`config.mk`:
```
export PLATFORM = sky130hd
export DESIGN_NAME = pipe_mux
export DESIGN_NICKNAME = d
export VERILOG_FILES = /design/src/rtl/pipe_mux.sv
export SDC_FILE = /design/constraint.sdc
export NUM_CORES = 1
export LEC_CHECK = 0
export ABC_AREA = 1
export CAP_MARGIN = 20
export CORE_AREA = 2 2 52 66
export DETAILED_ROUTE_END_ITERATION = 10
export DIE_AREA = 0 0 54 68
export PLACE_DENSITY = 0.79
export SLEW_MARGIN = 20
export SYNTH_ARGS = -nofsm -noshare
export SYNTH_HDL_FRONTEND = slang
export SYNTH_SLANG_ARGS = --single-unit
```
`constraint.sdc`:
```
create_clock -name clk -period 2.5 [get_ports clk]
set_input_delay 0.25 -clock clk [delete_from_list [all_inputs] [get_ports clk]]
set_output_delay 0.25 -clock clk [all_outputs]
set_load 0.01 [all_outputs]
```
`src/rtl/pipe_mux.sv`:
```
// pipe_mux: N-way data selector feeding a 2-entry FIFO, with out-of-range
// select detection and a saturating count of bad selections.
module pipe_mux #(
  parameter int MUX_BIT_WIDTH = 8,
  parameter int NUM_INPUTS    = 4,
  parameter int SEL_WIDTH     = 2
) (
  input  logic                                clk,
  input  logic                                rst,
  input  logic [NUM_INPUTS*MUX_BIT_WIDTH-1:0] data_in,
  input  logic [SEL_WIDTH-1:0]                sel,
  input  logic                                in_valid,
  output logic                                in_ready,
  output logic [MUX_BIT_WIDTH-1:0]            data_out,
  output logic                                sel_err,
  output logic                                out_valid,
  input  logic                                out_ready,
  output logic [7:0]                          err_count
);

  // One extra bit so NUM_INPUTS == 2**SEL_WIDTH still compares correctly.
  localparam logic [SEL_WIDTH:0] NUM_IN_L = (SEL_WIDTH+1)'(NUM_INPUTS);

  logic [MUX_BIT_WIDTH-1:0] mem_data_r [2];
  logic [1:0]               mem_err_r;
  logic                     wr_ptr_r;
  logic                     rd_ptr_r;
  logic [1:0]               count_r;
  logic [7:0]               err_count_r;

  logic                     push_s;
  logic                     pop_s;
  logic                     range_err_s;
  logic [MUX_BIT_WIDTH-1:0] sel_data_s;

  // Select the addressed input and flag indices with no corresponding input.
  always_comb begin
    sel_data_s = '0;
    for (int k = 0; k < NUM_INPUTS; k++) begin
      if (sel == SEL_WIDTH'(k)) begin
        sel_data_s = data_in[k*MUX_BIT_WIDTH +: MUX_BIT_WIDTH];
      end else begin
        sel_data_s = sel_data_s;
      end
    end
    range_err_s = ({1'b0, sel} >= NUM_IN_L);
  end

  // Handshake and head-of-queue presentation from registered state.
  always_comb begin
    in_ready  = (count_r < 2'd2) & ~rst;
    out_valid = (count_r != 2'd0);
    push_s    = in_valid & in_ready;
    pop_s     = out_valid & out_ready;
    err_count = err_count_r;
    if (out_valid) begin
      data_out = mem_data_r[rd_ptr_r];
      sel_err  = mem_err_r[rd_ptr_r];
    end else begin
      data_out = '0;
      sel_err  = 1'b0;
    end
  end

  // FIFO storage, pointers, occupancy and error counter.
  always_ff @(posedge clk) begin
    if (rst) begin
      for (int i = 0; i < 2; i++) begin
        mem_data_r[i] <= '0;
      end
      mem_err_r   <= 2'b00;
      wr_ptr_r    <= 1'b0;
      rd_ptr_r    <= 1'b0;
      count_r     <= 2'd0;
      err_count_r <= 8'd0;
    end else begin
      if (push_s) begin
        mem_data_r[wr_ptr_r] <= range_err_s ? '0 : sel_data_s;
        mem_err_r[wr_ptr_r]  <= range_err_s;
        wr_ptr_r             <= ~wr_ptr_r;
      end
      if (pop_s) begin
        rd_ptr_r <= ~rd_ptr_r;
      end
      case ({push_s, pop_s})
        2'b10:   count_r <= count_r + 2'd1;
        2'b01:   count_r <= count_r - 2'd1;
        default: count_r <= count_r;
      endcase
      if (push_s && range_err_s && (err_count_r != 8'hFF)) begin
        err_count_r <= err_count_r + 8'd1;
      end
    end
  end

endmodule
```
Yosys cells after proc, flatten, opt, wreduce, memory -nomap -nowiden
Memory sizes are Yosys's and may differ from the RTL's. A register that Yosys moved wholly into a read port is not among the register bits.
Index checks and enable logic that the tools add are counted.
- flip-flop bits (word level): 6
- RAM bits: 16
- input bits: 38
- output and inout port bits: 19
- word-level logic and storage cells: 50
- memories: 1
- add/sub/neg operators: 2
- order comparisons: 4
- equal/unequal tests: 5
- muxes and demuxes: 21
- bitwise gates (word level): 8
- reductions and logical operators: 5
- memory list (memory ; words ; width ; rd ports ; clocked after memory_dff ; write ports ; RTL line ; source):
    mem_data_r ; 2 ; 8 ; 1 ; 1 ; 2 ; 24 ; logic [MUX_BIT_WIDTH-1:0] mem_data_r [2];
- operators with widths (kind ; number):
    $mux W8 ; 6
    $mux W1 ; 13
    $reduce_or A8 Y1 ; 1
    $eq A2 B2 Y1 const B ; 3
    $eq A2 B1 Y1 const B ; 2
    $lt A1 B2 Y1 const B ; 2
    $pmux W2 S2 ; 1
    $reduce_bool A2 Y1 ; 2
    $and A1 B1 Y1 ; 3
    $not A1 Y1 ; 3
    $add A2 B1 Y2 const B ; 1
    $and A2 B2 Y2 ; 1
    $logic_not A2 Y1 ; 1
    $lt A2 B2 Y1 const B ; 1
    $not A2 Y2 ; 1
    $sub A2 B1 Y2 const B ; 1
    $demux W1 S1 ; 1
    $ge A1 B1 Y1 const B ; 1
    $logic_and A1 B1 Y1 ; 1

Longest topological paths before layout
- depth after elaboration: 8
- depth in mapped cells: 9
- depth with buffers taken out: 9

Worst setup path after synthesis
No wires, ideal clock.
- path type: reg-to-reg
- start: reg count_r[1]
- end: mem mem_data_r[0][0], enable pin
- library setup time: 329 ps
- arrival time: 1144 ps
- slack: 1027 ps
- stages on the path, launching flop included: 6
- period minus slack after synthesis: 1473 ps
- cell sequence: dfxtp_1 > nor2_2 > nand2_2 > or2_0 > buf_6 > nand2_1
- RTL lines (what ; RTL line ; source):
    start, declared ; 28 ; logic [1:0] count_r;
    start signal, assigned ; 86 ; 2'b10: count_r <= count_r + 2'd1;
    start signal, assigned ; 87 ; 2'b01: count_r <= count_r - 2'd1;
    start signal, assigned ; 88 ; default: count_r <= count_r;
    end, declared ; 24 ;

Worst setup path after layout
- start: reg count_r[0]
- end: out sel_err
- cells in the longest elaborated chain, start to end: 2
- RTL lines (what ; RTL line ; source):
    $reduce_bool A2 Y1 ; 52 ; out_valid = (count_r != 2'd0);
    $mux W1 ; 56 ; if (out_valid) begin
    end, declared ; 15 ; output logic sel_err,
No other way between the ends.

==> flow_summary.toml <==
[grt]
gr-usage-all-layers = 0.1588
grt_max_degree = 16
grt_pass1_vias = 1062
antenna_found_initial = 0
grt_pass1_wl_um = 4333
grt-ovfl-total = 0

[clock_tree]
htreeDepth = 1
insertion_delay_ps = 260
postCtsSetupBuffers = 0
cts_tree = "done"
path_clk_slew_ps = 80
hold_buffers = 0
cts-root-buf = "clkbuf_8"
cts_buffers = 3
clockBufferDepth = 2
cts_resized = 0
numClockSinks = 23

[final_layout]
ff_latch_area_um2 = 620.6
final_net_count = 256
layoutNonFillerInstCount = 253
multiInputGateArea_um2 = 589.3
syn_to_final_growth_pct = 39.81
drive_above_1_share = 0.1157
n_antenna_cell = 0
fillers = 287

[synthesis]
synth_cell_types = 18
syn-cell-area_um2 = 1314
synth_cells = 168
yosys.area.top_type_share = 0.3657
yosys-top-cells-area = "edfxtp_1 37%, nand2_1 12%, dfxtp_1 11%"
synth_seq_cells = 23
yosysTopAreaCell = "edfxtp_1"
synth_flop_cell = "edfxtp_1"
yosysMostFrequentCell = "nand2_1"
seq_area_frac_synth = 0.4724
synth-edff-count = 16
yosysWarnings = 0
synth_top_cells_by_count = "41 x nand2_1, 19 x nor2_1, 17 x nand3_1, 16 x edfxtp_1, 12 x inv_1"
synthArstFlopShare = 0
syn_avg_cell_area_um2 = 7.820

[detailed_routing]
vias_per_cell = 4.617
firstDrtPassIters = 4
dr_total_vias = 1168
routedWlPerCell_um = 10.25
ant_nets = 0
drt_iter0_markers = 20
drt-total-wl_um = 2593
drc = 0

[placed_design]
hpwl_um = 2207
dp.cells = 249
port_buffers = 48
place_congestion = 0.8075
post-place-ws_ps = 574.6

[timing]
fin_crit_ps = 1970
setup_tns_ps = 0
hold_viol_final = 0
rsz0062_at_grt = "false"
clock_skew_ps = 3.017
setup_violations = 0
period_share = 0.7881
max_freq_mhz = 507.6
setup_ws_ps = 529.9
maxSlewViolCount = 0

[die]
io-pin-count = 57
die_h_um = 68
die_w_um = 54
start_util = 0.4227
dieArea_um2 = 3672
fp.coreArea_um2 = 3108
num_rows = 23

[worst_setup_path]
crit_path_end_kind = "output port"
crit_required_ps = 2250
worstPathArrival_ps = 1720
start_kind = "flip-flop"
worstSetupPathType = "flip-flop to output port"
critical_path.max_fanout = 10

[power]
power.leakage_nw = 0.7414
irDropWorstVdd_mv = 0.2696
p_per_area_nw_per_um2 = 531.0

[run_status]
outcome = "finished, final reports clean"

[run]
maxCapViolCount = 0

[hold_path]
hold_path_class = "flip-flop to flip-flop"
## cells by family (layout without fill, tap and decap cells)
group,Yosys count,after routing,share of synthesized area
and+or+nand+nor,98,98,0.3362
buffers and inverters,24,65,0.09904
DFF,23,23,0.4724
AOI/OAI and AO/OA,21,21,0.08000
adders and majority gates,1,1,0.009522
other,1,8,0.002854
## report_power, final
part / switching (W) / total, W / internal, W
combinational: 0.000139 / 0.000282 / 0.000143
clock: 0.000114 / 0.000227 / 0.000113
sequential: 0.0000232 / 0.000466 / 0.000443
## critical path, stage by stage (launching register included)
cell,delay (ps)
dfxtp_1,360
nor2_2,370
inv_1,100
o21ai_0,90
a21oi_1,60
clkdlybuf4s50_1,480
## layout by cell type (no fill, tap or decap), drive strengths merged
| cell | Yosys | routed |
|---|---|---|
| or2 | 9 | 9 |
| o21ai | 11 | 11 |
| clkbuf | 1 | 3 |
| nand3 | 17 | 17 |
| ha | 1 | 1 |
| inv | 12 | 13 |
| clkdlybuf4s50 | 0 | 48 |
| nand2 | 43 | 43 |
| edfxtp | 16 | 16 |
| nor2 | 29 | 29 |
| buf | 11 | 1 |
| conb | 1 | 8 |
| dfxtp | 7 | 7 |
| a21oi | 10 | 10 |
## sequential cells by signal, indices dropped and copies added, names as in the netlist, named ones only
register and count:
mem_err_r 2, wr_ptr_r 1, rd_ptr_r 1, count_r 2, mem_data_r 16
## metal layers
layer,up-vias,wire length [um],GRT usage
li1,625,-,-
met5,-,0,0
met1,492,1076,0.1884
met3,5,156,0.02402
met4,0,55,0.07500
met2,46,1304,0.2759
## through the flow
step	area, um2	power [W]	utilization	hold slack [ps]
detailed placement	1789	0.0007599	0.5757	436.8
global placement	1789	0.0007527	0.5757	427.8
CTS	1837	0.0009833	0.5910	449.3
floorplan	1340	0.0006280	-	322.4
global route	1837	0.001032	0.5910	482.6
finish	1837	0.0009754	0.5910	447.4
## final cells by class
class / count / share of cell area
repair buffers: 49 / 0.2657
clock buffers: 3 / 0.02248
multi-input cells: 128 / 0.3208
flip-flops and latches: 23 / 0.3379
well taps: 37 / 0.02520
clock inverters: 1 / 0.003406
inverters: 12 / 0.02452
## worst paths after layout
check | start | endpoint | slack [ps] | cells after the start
worst max register to register | count_r[0] | count_r[1] | 900 | 8
worst min-delay path | mem_err_r[1] | mem_err_r[1] | 450 | 2
worst max-delay path | count_r[0] | sel_err | 530 | 5
worst min register to register | mem_err_r[1] | mem_err_r[1] | 450 | 2
Note: power is estimated with default switching activity, not from simulation.
